[src/rtl/cache_axi_rd_arbiter.sv]
// Shares one AXI read channel between icache/dcache refills; define ARB_RR_EN for round-robin, else dcache has fixed priority.
// Grant is combinational in IDLE, AR is presented from the next cycle, R beats return 1 cycle after handshake; rready is always high.
module cache_axi_rd_arbiter (
   input  logic        aclk,
   input  logic        aresetn,
   input  logic        icache_rd_req,
   input  logic [2:0]  icache_rd_type,
   input  logic [31:0] icache_rd_addr,
   output logic        icache_rd_rdy,
   output logic        icache_ret_valid,
   output logic        icache_ret_last,
   output logic [31:0] icache_ret_data,
   input  logic        dcache_rd_req,
   input  logic [2:0]  dcache_rd_type,
   input  logic [31:0] dcache_rd_addr,
   output logic        dcache_rd_rdy,
   output logic        dcache_ret_valid,
   output logic        dcache_ret_last,
   output logic [31:0] dcache_ret_data,
   input  logic        wr_busy,
   input  logic [31:0] wr_addr,
   output logic [3:0]  arid,
   output logic [31:0] araddr,
   output logic [7:0]  arlen,
   output logic [2:0]  arsize,
   output logic [1:0]  arburst,
   output logic [1:0]  arlock,
   output logic [3:0]  arcache,
   output logic [2:0]  arprot,
   output logic        arvalid,
   input  logic        arready,
   input  logic [3:0]  rid,
   input  logic [31:0] rdata,
   input  logic [1:0]  rresp,
   input  logic        rlast,
   input  logic        rvalid,
   output logic        rready,
   output logic        proto_err
);

   localparam logic [0:0] S_IDLE     = 1'b0;
   localparam logic [0:0] S_AR_VALID = 1'b1;
   localparam logic [2:0] TYPE_LINE  = 3'b100;

   logic [0:0]  r_state;
   logic [1:0]  r_busy;
   logic [31:0] r_araddr;
   logic        r_arid_lsb;
   logic [7:0]  r_arlen;
   logic [1:0]  r_ret_valid;
   logic [1:0]  r_ret_last;
   logic [31:0] r_ret_data_i;
   logic [31:0] r_ret_data_d;
   logic        r_proto_err;

   logic        w_hazard_i, w_hazard_d;
   logic        w_elig_i, w_elig_d;
   logic        w_idle, w_pick_d;
   logic        w_grant_i, w_grant_d, w_grant;
   logic [31:0] w_gnt_addr;
   logic [2:0]  w_gnt_type;
   logic        w_r_hs, w_r_sel, w_r_ok, w_r_acc;
   logic [1:0]  w_busy_clr, w_busy_set;
   logic        w_unused;

   assign w_hazard_i = wr_busy & (wr_addr[31:4] == icache_rd_addr[31:4]);
   assign w_hazard_d = wr_busy & (wr_addr[31:4] == dcache_rd_addr[31:4]);
   assign w_elig_i   = icache_rd_req & ~r_busy[0] & ~w_hazard_i;
   assign w_elig_d   = dcache_rd_req & ~r_busy[1] & ~w_hazard_d;
   assign w_idle     = aresetn & (r_state == S_IDLE);

`ifdef ARB_RR_EN
   logic r_last_win_d;

   // On a tie the cache that won last time yields; reset state favours dcache.
   assign w_pick_d = w_elig_d & (~w_elig_i | ~r_last_win_d);

   always_ff @(posedge aclk) begin
      if (!aresetn)
         r_last_win_d <= 1'b0;
      else if (w_grant)
         r_last_win_d <= w_grant_d;
   end
`else
   assign w_pick_d = w_elig_d;
`endif

   assign w_grant_d  = w_idle & w_pick_d;
   assign w_grant_i  = w_idle & w_elig_i & ~w_pick_d;
   assign w_grant    = w_grant_d | w_grant_i;
   assign w_gnt_addr = w_pick_d ? dcache_rd_addr : icache_rd_addr;
   assign w_gnt_type = w_pick_d ? dcache_rd_type : icache_rd_type;

   // Beats for an ID with nothing outstanding, or with upper ID bits set, are dropped and flagged.
   assign w_r_hs     = rvalid & rready;
   assign w_r_sel    = rid[0];
   assign w_r_ok     = (rid[3:1] == 3'b000) & r_busy[w_r_sel];
   assign w_r_acc    = w_r_hs & w_r_ok;
   assign w_busy_clr = {2{w_r_acc & rlast}} & {w_r_sel, ~w_r_sel};
   assign w_busy_set = {w_grant_d, w_grant_i};

   always_ff @(posedge aclk) begin
      if (!aresetn) begin
         r_state      <= S_IDLE;
         r_busy       <= 2'b00;
         r_araddr     <= 32'h0;
         r_arid_lsb   <= 1'b0;
         r_arlen      <= 8'h0;
         r_ret_valid  <= 2'b00;
         r_ret_last   <= 2'b00;
         r_ret_data_i <= 32'h0;
         r_ret_data_d <= 32'h0;
         r_proto_err  <= 1'b0;
      end else begin
         r_busy <= (r_busy & ~w_busy_clr) | w_busy_set;
         case (r_state)
            S_IDLE: begin
               if (w_grant) begin
                  r_araddr   <= w_gnt_addr;
                  r_arid_lsb <= w_grant_d;
                  r_arlen    <= (w_gnt_type == TYPE_LINE) ? 8'd3 : 8'd0;
                  r_state    <= S_AR_VALID;
               end
            end
            default: begin
               if (arready)
                  r_state <= S_IDLE;
            end
         endcase
         r_ret_valid <= {w_r_acc & w_r_sel, w_r_acc & ~w_r_sel};
         r_ret_last  <= {w_r_acc & w_r_sel & rlast, w_r_acc & ~w_r_sel & rlast};
         if (w_r_acc & ~w_r_sel)
            r_ret_data_i <= rdata;
         if (w_r_acc & w_r_sel)
            r_ret_data_d <= rdata;
         if (w_r_hs & ~w_r_ok)
            r_proto_err <= 1'b1;
      end
   end

   assign icache_rd_rdy    = w_grant_i;
   assign dcache_rd_rdy    = w_grant_d;
   assign icache_ret_valid = r_ret_valid[0];
   assign dcache_ret_valid = r_ret_valid[1];
   assign icache_ret_last  = r_ret_last[0];
   assign dcache_ret_last  = r_ret_last[1];
   assign icache_ret_data  = r_ret_data_i;
   assign dcache_ret_data  = r_ret_data_d;

   assign arvalid   = (r_state == S_AR_VALID);
   assign araddr    = r_araddr;
   assign arid      = {3'b000, r_arid_lsb};
   assign arlen     = r_arlen;
   assign arsize    = 3'b010;
   assign arburst   = 2'b01;
   assign arlock    = 2'b00;
   assign arcache   = 4'b0000;
   assign arprot    = 3'b000;
   assign rready    = aresetn;
   assign proto_err = r_proto_err;

   assign w_unused = ^{rresp, wr_addr[3:0]};

endmodule

[config.mk]
export PLATFORM = sky130hd
export DESIGN_NAME = cache_axi_rd_arbiter
export DESIGN_NICKNAME = d
export VERILOG_FILES = /design/src/rtl/cache_axi_rd_arbiter.sv
export SDC_FILE = /design/constraint.sdc
export NUM_CORES = 1
export LEC_CHECK = 0
export ABC_AREA = 1
export CORE_ASPECT_RATIO = 0.7
export CORE_UTILIZATION = 44
export CTS_CLUSTER_SIZE = 25
export DETAILED_ROUTE_END_ITERATION = 10
export PLACE_DENSITY_LB_ADDON = 0.12
export SYNTH_ARGS = -nofsm -noshare
export SYNTH_HDL_FRONTEND = slang
export SYNTH_SLANG_ARGS = --single-unit
[constraint.sdc]
create_clock -name aclk -period 4.5 [get_ports aclk]
set_input_delay 0.45 -clock aclk [delete_from_list [all_inputs] [get_ports aclk]]
set_output_delay 0.45 -clock aclk [all_outputs]
set_load 0.01 [all_outputs]
==> impl_metrics.json <==
{
  "synth-seq-cells": 106,
  "comb_power_share_pct": 22.4,
  "grt_first_pass_wirelength_mm": 25.4,
  "hold_path_class": "reg -> reg",
  "cts_tree": "yes",
  "busiest_layer": "met2",
  "setup_ws_ns": 1.33,
  "start_util_pct": 46.1,
  "fin_crit_sh_pct": 70.4,
  "ir_worst_vdd_mv": 0.220,
  "grt_use_met3_pct": 6.75,
  "fin_util_pct": 69.1,
  "postCtsHoldBufs": 0,
  "yosys.area.top_type": "dfxtp_1",
  "core_area_sq_um": 12000,
  "cp-start-kind": "primary input",
  "place_area_sq_um": 7940,
  "wl_mm": 16.5,
  "seq_power_share_pct": 41.9,
  "vias_per_cell": 4.76,
  "finalPower_mw": 2.39,
  "dp_hpwl_mm": 12.0,
  "grt_usage_pct": 25.4,
  "yosys-top-cells-area": "dfxtp_1 38%, nand2_1 22%, nor2_1 6.5%",
  "worstPathRequired_ns": 4.05,
  "post_cts_buffers": 0,
  "power_frac_clock_pct": 35.8,
  "status": "finished clean",
  "arrival_ns": 2.72,
  "portBuffers": 249,
  "cts.sinks": 106,
  "synthCells": 851,
  "place_congestion": 0.878,
  "worstSetupPathType": "in -> out",
  "antennaDiodeCount": 0,
  "vias": 5880,
  "pwr_density_cell_nw_per_um2": 289,
  "switching_power_uw": 629,
  "fin_nets": 1221,
  "final_common_cell": "nand2_1",
  "ios": 279,
  "num_rows": 33,
  "synthArstFlopShare_pct": 0,
  "syn_avg_cell_area_sq_um": 6.48,
  "synthFlopType": "dfxtp_1",
  "grt_pass1_vias": 5146,
  "yosys_warnings": 0,
  "p_leak_nw": 3.57,
  "dieArea_sq_um": 13000,
  "internal_power_mw": 1.76,
  "max_slew.worst_pin.slew_ns": 0.728,
  "wl_per_cell_microns": 13.4,
  "synth_cell_types": 29,
  "timing.fmax_mhz": 315,
  "rsz0062_at_grt": "false",
  "clock_latency_ns": 0.35,
  "critPathMaxFanout": 35,
  "crit_path_max_incr_delay_ns": 0.55,
  "setup_viol": 0,
  "synth_seq_area_share_pct": 38.5,
  "drc": 0,
  "slew_headroom_pct": 51.5,
  "fin_crit_ns": 3.17,
  "synth.top_cell.area_share_pct": 38.5,
  "grt_max_degree": 66,
  "cts_buffers": 9,
  "cap_viol_max_count": 0,
  "drv_slew": 0,
  "skew_ns": 0.00815,
  "synth_edf_count": 0,
  "finalInstanceArea_sq_um": 8270,
  "setup_tns_ns": 0,
  "ant_nets": 0,
  "path_cells": "clkdlybuf4s50_1 > inv_1 > nand2_1 > nand2_1 > inv_1 > nand2_1 > nor2_1 > nand2_1 > nor2_1 > nand2_2 > buf_4 > nand2_2 > nand3_1 > inv_1 > clkdlybuf4s50_1",
  "cpMostUsedCell": "nand2_1",
  "drt_iter0_drc": 316,
  "die_x_microns": 136,
  "cp-end-kind": "primary output",
  "met2_usage_pct": 39.9,
  "antenna_found_initial": 0,
  "htree_levels": 3,
  "die_h_microns": 95.7,
  "drt-pass1-iter-count": 5,
  "crit_slowest_cell": "clkdlybuf4s50_1",
  "final_cell_mix": "329 x nand2_1, 248 x clkdlybuf4s50_1, 106 x dfxtp_1, 94 x nor2_1, 65 x a21oi_1",
  "syn_to_final_growth_pct": 50.0,
  "post_cts_resized": 0,
  "clkTransAtPathRegs_ns": 0.07,
  "hold_violations": 0,
  "cts_buffer_depth": 2,
  "p_sw_share_pct": 26.3,
  "use_met1_pct": 34.1,
  "syn_area_sq_um": 5510,
  "drive_above_1_share_pct": 3.53,
  "root_buffer": "clkbuf_16",
  "place_ws_ns": 1.33,
  "grt-ovfl-total": 0
}
## cells by family (layout without fill, tap and decap cells)
logic type	after synthesis	after routing	share of synthesized area, %
compound gates	80	80	7.35
mux	1	1	0.182
simple gates	509	509	38.9
flops	106	106	38.5
xor+xnor	20	20	3.18
other cells	2	23	0.136
buf+inv	133	339	11.7
## registers in the layout (all words and copies together), names as in the netlist
name and flops:
arvalid 1, r_arid_lsb 1, araddr 32, arlen 1, r_ret_last 2, proto_err 1
r_ret_valid 2, dcache_ret_data 32, icache_ret_data 32, r_busy 2
## per-layer routing
layer  part of all wire, %  vias up
met2                    44      216
met1                    46     2615
met5                     0        -
met3                   7.9       15
met4                   1.3        0
li1                      -     3034
## Yosys cell counts, types with 10 or more instances
master,n
nand3_1,40
dfxtp_1,106
buf_4,29
o21ai_0,10
nor2_1,95
nand3b_1,32
a21oi_1,65
xnor2_1,14
buf_2,12
clkbuf_1,23
nand2_1,329
inv_1,60
## critical path, delay by kind of cell
| family | cells | cell delay [ns] |
|---|---|---|
| simple gates | 9 | 0.79 |
| buf+inv | 6 | 1.47 |
## power by group through the flow
stage	registers, mW	clock network [mW]	logic, mW
6_report	1.00	0.855	0.535
3_3_place_gp	1.02	0	0.530
2_1_floorplan	1.04	0	0.259
3_5_place_dp	1.02	0	0.534
4_1_cts	1.00	0.870	0.537
5_1_grt	1.00	0.910	0.590
## final cells by class
class	instances	area, sq um
Inverter	66	249
Sequential cell	106	2120
Tap cell	157	196
Timing Repair Buffer	257	2550
Fill cell	1075	3700
Clock buffer	11	243
Multi-Input combinational cell	633	2830
Clock inverter	5	85.1
## per-stage QoR
stage | hold slack (ns) | cells
2_1_floorplan | 0.444 | 872
3_3_place_gp | 0.449 | 1219
3_5_place_dp | 0.448 | 1219
4_1_cts | 0.465 | 1235
5_1_grt | 0.481 | 1235
6_report | 0.463 | 1235
## path summary, 6_finish.rpt
| path | cells past startpoint | from | to | slack, ns |
|---|---|---|---|---|
| hold reg to reg | 2 | dcache_ret_data[13] | dcache_ret_data[13] | 0.46 |
| setup reg to reg | 8 | r_busy[1] | araddr[8] | 2.34 |
| hold / removal | 2 | dcache_ret_data[13] | dcache_ret_data[13] | 0.46 |
| setup / recovery | 15 | dcache_rd_addr[7] | icache_rd_rdy | 1.33 |
No activity file was read; power rests on OpenSTA's default activity.
